==> src/rtl/cpu_pkg.sv <==
// ============================================================================
// Module      : cpu_pkg
// Description : Shared register-file geometry, requester ids and helpers.
// Revision    : 1.0 - initial release
// ============================================================================
`default_nettype none

package cpu_pkg;

  localparam int WIDTH = 16;
  localparam int NREGS = 8;
  localparam int AW    = 3;

  localparam int REQ_ALU = 0;
  localparam int REQ_LD  = 1;
  localparam int REQ_IMM = 2;

  // Round-robin successor of idx in a ring of n slots.
  function automatic int rr_next(input int idx, input int n);
    return (idx >= n - 1) ? 0 : idx + 1;
  endfunction

endpackage

`default_nettype wire

==> src/rtl/rr_arbiter.sv <==
// ============================================================================
// Module      : rr_arbiter
// Description : Combinational round-robin arbiter; search starts at ptr.
// Revision    : 1.0 - initial release
// ============================================================================
`default_nettype none

module rr_arbiter
  import cpu_pkg::*;
#(
  parameter int NREQ = 3,
  parameter int PW   = (NREQ > 1) ? $clog2(NREQ) : 1
) (
  input  logic [NREQ-1:0] req,
  input  logic [PW-1:0]   ptr,
  output logic [NREQ-1:0] gnt,
  output logic [PW-1:0]   gnt_idx
);

  always_comb begin
    logic found;
    int   idx;
    gnt     = '0;
    gnt_idx = '0;
    found   = 1'b0;
    idx     = 0;
    for (int i = 0; i < NREQ; i++) begin
      idx = (int'(ptr) + i) % NREQ;
      if (!found && req[idx]) begin
        found    = 1'b1;
        gnt[idx] = 1'b1;
        gnt_idx  = PW'(idx);
      end
    end
  end

endmodule

`default_nettype wire

==> src/rtl/reg_write_arbiter.sv <==
// ============================================================================
// Module      : reg_write_arbiter
// Description : Round-robin shared write port into the register block with a
//               single registered write stage and pending-write mask.
// Revision    : 1.0 - initial release
// ============================================================================
`default_nettype none

module reg_write_arbiter
  import cpu_pkg::*;
#(
  parameter int NREQ  = 3,
  parameter int NREGS = cpu_pkg::NREGS,
  parameter int WIDTH = cpu_pkg::WIDTH,
  parameter int AW    = cpu_pkg::AW
) (
  input  logic                   clk,
  input  logic                   rst,
  input  logic [NREQ-1:0]        req_valid,
  input  logic [NREQ*AW-1:0]     req_addr,
  input  logic [NREQ*WIDTH-1:0]  req_data,
  output logic [NREQ-1:0]        req_ready,
  input  logic [NREGS*WIDTH-1:0] reg_q,
  output logic [NREGS*WIDTH-1:0] reg_d,
  output logic [NREGS-1:0]       pend_mask,
  output logic                   wr_busy
);

  localparam int PW = (NREQ > 1) ? $clog2(NREQ) : 1;

  logic             stage_valid;
  logic [AW-1:0]    stage_addr;
  logic [WIDTH-1:0] stage_data;
  logic [PW-1:0]    ptr;
  logic [NREQ-1:0]  gnt;
  logic [PW-1:0]    gnt_idx;
  logic             accept;

  rr_arbiter #(.NREQ(NREQ), .PW(PW)) u_arb (
    .req     (req_valid),
    .ptr     (ptr),
    .gnt     (gnt),
    .gnt_idx (gnt_idx)
  );

  // Grants are suppressed while reset is held so nothing looks accepted.
  assign req_ready = rst ? '0 : gnt;
  assign accept    = |gnt;
  assign wr_busy   = stage_valid;

  always_ff @(posedge clk or posedge rst) begin
    if (rst) begin
      stage_valid <= 1'b0;
      stage_addr  <= '0;
      stage_data  <= '0;
      ptr         <= '0;
    end else begin
      stage_valid <= accept;
      if (accept) begin
        stage_addr <= req_addr[int'(gnt_idx)*AW +: AW];
        stage_data <= req_data[int'(gnt_idx)*WIDTH +: WIDTH];
        ptr        <= PW'(rr_next(int'(gnt_idx), NREQ));
      end
    end
  end

  // An address with no matching slot simply falls through every compare.
  for (genvar k = 0; k < NREGS; k++) begin : g_slot
    logic hit;
    assign hit                       = stage_valid && (stage_addr == AW'(k));
    assign pend_mask[k]              = hit;
    assign reg_d[k*WIDTH +: WIDTH]   = hit ? stage_data : reg_q[k*WIDTH +: WIDTH];
  end

endmodule

`default_nettype wire

==> config.mk <==
export PLATFORM = sky130hd
export DESIGN_NAME = reg_write_arbiter
export DESIGN_NICKNAME = d
export VERILOG_FILES = /design/src/rtl/cpu_pkg.sv /design/src/rtl/rr_arbiter.sv /design/src/rtl/reg_write_arbiter.sv
export SDC_FILE = /design/constraint.sdc
export NUM_CORES = 1
export LEC_CHECK = 0
export ABC_AREA = 1
export ABC_CLOCK_PERIOD_IN_PS = 5500
export BUFFER_PORTS_ARGS = -buffer_cell sky130_fd_sc_hd__buf_2
export CAP_MARGIN = 20
export CORE_AREA = 2 2 129 131
export DETAILED_ROUTE_END_ITERATION = 8
export DIE_AREA = 0 0 131 133
export GPL_TIMING_DRIVEN = 0
export PLACE_DENSITY = 0.48
export SLEW_MARGIN = 20
export SYNTH_ARGS = -nofsm -noshare
export SYNTH_HDL_FRONTEND = slang
export SYNTH_SLANG_ARGS = --single-unit
==> constraint.sdc <==
create_clock -name clk -period 5.5 [get_ports clk]
set_input_delay 0 -clock clk [delete_from_list [all_inputs] [get_ports clk]]
set_output_delay 0 -clock clk [all_outputs]
set_load 0.05 [all_outputs]
==> reports/metrics.cfg <==
[yosys]
synth_area_leader_cell=nand2_1
syn_nets=810
synth.most_common_cell=nand2_1
async_flop_share=1.000
synth_cells=616
syn_area_sq_um=3204
synth-edff-count=0
synth_common_cells=nand2_1 (267), o21ai_0 (112), nand3_1 (48), inv_1 (37), nor2_1 (33)
yosysTopAreaCellShare=0.3128
ys_warn_count=0
yosysSeqAreaShare=0.1718
synthFlopType=dfrtp_1
synth-seq-cells=22
yosys.cell_types.count=21
synth_area_leaders=nand2_1 (31%), o21ai_0 (17%), dfrtp_1 (17%)
avgSynthCellArea_sq_um=5.202

[timing]
tightestPinTransition_ns=0.8418
max_clock_freq_ghz=0.3980
fin_skew_ns=0.002000
setup_tns_ns=0
fin_crit_ns=2.513
relSlewSlack=0.4382
hold_viol=0
finalCritPeriodShare=0.4569
drv_slew=0
setup_viol=0
rsz0062_at_grt=no
worst_hold_slack_ns=0.02841

[place]
globalplace.congestion=0.8654
port_buffers=329
place_hpwl_um=17670

[grt]
track_usage=0.2162
grt_pass1_wl_um=28190
antenna_found_initial=6
grt_max_degree=23
overflow=0
first_global_vias=4810

[detailed_routing]
viasPerCell=4.366
drc=0
dr.pass1.iters=4
initialDrtViolationCount=225
wirelength_um=20260
wl_per_cell_um=17.30
vias=5113
ant_nets=0

[setup_path]
crit_buf_inv=4
arrival_ns=2.51
slowest_delay_ns=0.40
crit_path_cell_trace=inv_1 > ha_1 > inv_2 > nand2_1 > nand3_1 > nand2_2 > nor2_2 > nand2_1 > nor2_1 > nor2_2 > buf_2 > nor2_1 > buf_2
cp-start-kind=register
critPathTopFamily=simple AND/OR/NAND/NOR gates
cp_slowest_cell=dfrtp_1
critPathCaptureType=output pin
required_ns=5.50
path_max_fanout=10
criticalPathCategory=reg2out

[final_layout]
synthToLayoutAreaGrowth_pct=62.79
final_nets=1145
drive_gt1_frac=0.3983

[power]
p_leak_nw=3.233
peakVddDrop_v=0.0002634
p_per_area_nw_per_um2=757.0

[cts]
cts_resized=0
clk_pin_slew_worst_paths_ns=0.06
cts.htree.levels=1
cts_buffer_depth=2
cts_tree=yes
cts.root.buffer_cell=clkbuf_16
clock_sinks=22
clkLatencyLatePin_ns=0.26
post_cts_buffers=0
cts_buffers=3

[worst_hold_path]
hp-class=in2reg

[die]
fp-row-count=47
die_w_um=131
initial_utilization=0.1981
die_area_sq_um=17420
die_h_um=133
io_pins=330
core_sq_um=16170

[flow_run]
maxCapViolCount=0

[run_status]
run_status=complete, no violations

cells by family (layout without fill, tap and decap cells):
family | count (synthesis) | after routing | share of synthesized area
other | 0 | 2 | 0
DFF | 22 | 22 | 0.1718
AOI/OAI and AO/OA | 137 | 137 | 0.2163
buffers and inverters | 91 | 424 | 0.1355
adders and majority gates | 4 | 4 | 0.01562
and+or+nand+nor | 362 | 362 | 0.4608
final timing paths:
path                                              end                       start  slack (ns)  cells after the start
max in group asynchronous   stage_addr[2]$_DFFE_PP0P_                         rst        4.48                      3
hold reg to reg            stage_data[13]$_DFFE_PP0P_  stage_data[13]$_DFFE_PP0P_        0.51                      2
setup / recovery                         req_ready[0]          ptr[0]$_DFFE_PP0P_        2.99                     13
setup reg to reg           stage_data[13]$_DFFE_PP0P_          ptr[0]$_DFFE_PP0P_        3.24                     15
hold / removal             stage_data[15]$_DFFE_PP0P_                req_data[47]        0.03                      5
min in group asynchronous          ptr[0]$_DFFE_PP0P_                         rst        0.49                      3
tightest hold or removal path, stage by stage:
cell,delay (ns)
buf_2,0.07
nand2_1,0.04
nand2_1,0.05
nand2_1,0.04
nand2_1,0.04
cell type report:
class                      instances  area, sq um
fill                            1943        10960
multi-input combinational        503         2220
sequential                        22        550.5
buffer                            47        266.5
antenna                            2        5.005
tap                              220        275.3
timing repair buffer             330         1657
clock buffer                       3        75.07
inverter                          44        167.7
sequential cells by signal, indices dropped and copies added, names as in the netlist:
name,cells
stage_data,16
stage_addr,3
ptr,2
wr_busy,1
metrics by stage:
| stage | std cells | setup slack [ns] | utilization | power, mW | instance area (sq um) |
|---|---|---|---|---|---|
| after floorplan | 616 | 3.165 | - | 2.894 | 3204 |
| after detailed placement | 1165 | 3.229 | 0.3170 | 3.832 | 5126 |
| after global routing | 1171 | 2.764 | 0.3226 | 4.314 | 5216 |
| final | 1171 | 2.987 | 0.3226 | 3.949 | 5216 |
| after CTS | 1169 | 2.947 | 0.3222 | 3.995 | 5211 |
| after global placement | 1165 | 3.262 | 0.3170 | 3.823 | 5126 |
repair_timing:
item | in CTS | in global routing
endpoints found under the setup margin | 0 | 0
hold buffers | 1 | 0
hold endpoints to repair | 22 | 0
cell usage in the layout, fill, tap and decap left out:
| cell | Yosys | layout |
|---|---|---|
| nand3_2 | 2 | 2 |
| diode_2 | 0 | 2 |
| clkbuf_1 | 24 | 24 |
| o21ai_2 | 2 | 2 |
| o21ai_1 | 4 | 4 |
| buf_4 | 12 | 12 |
| ha_1 | 4 | 4 |
| buf_6 | 5 | 5 |
| nand3_1 | 48 | 48 |
| o21ai_0 | 112 | 112 |
| clkbuf_16 | 0 | 3 |
| nor2_4 | 1 | 1 |
| dfrtp_1 | 22 | 22 |
| nand2_2 | 7 | 7 |
| inv_1 | 37 | 37 |
| a21oi_1 | 19 | 19 |
| nor2_1 | 33 | 33 |
| inv_4 | 1 | 1 |
| buf_2 | 6 | 335 |
| inv_2 | 6 | 6 |
| dlygate4sd3_1 | 0 | 1 |
| nor2_2 | 2 | 2 |
| nand2_1 | 267 | 267 |
| nand2_4 | 2 | 2 |
power breakdown:
group          internal (mW)  total, mW  switching [mW]
registers              0.265      0.324          0.0587
clock network         0.0961      0.154          0.0574
logic                  0.878       3.47            2.59
per-layer routing:
| metal | wire (um) | vias to the layer above | global-route usage |
|---|---|---|---|
| met3 | 1884 | 35 | 0.05661 |
| met2 | 10080 | 222 | 0.3944 |
| met5 | 57 | - | 0 |
| li1 | - | 2622 | - |
| met1 | 7746 | 2226 | 0.2436 |
| met4 | 482 | 8 | 0.06147 |
Note: power is estimated with default switching activity, not from simulation.
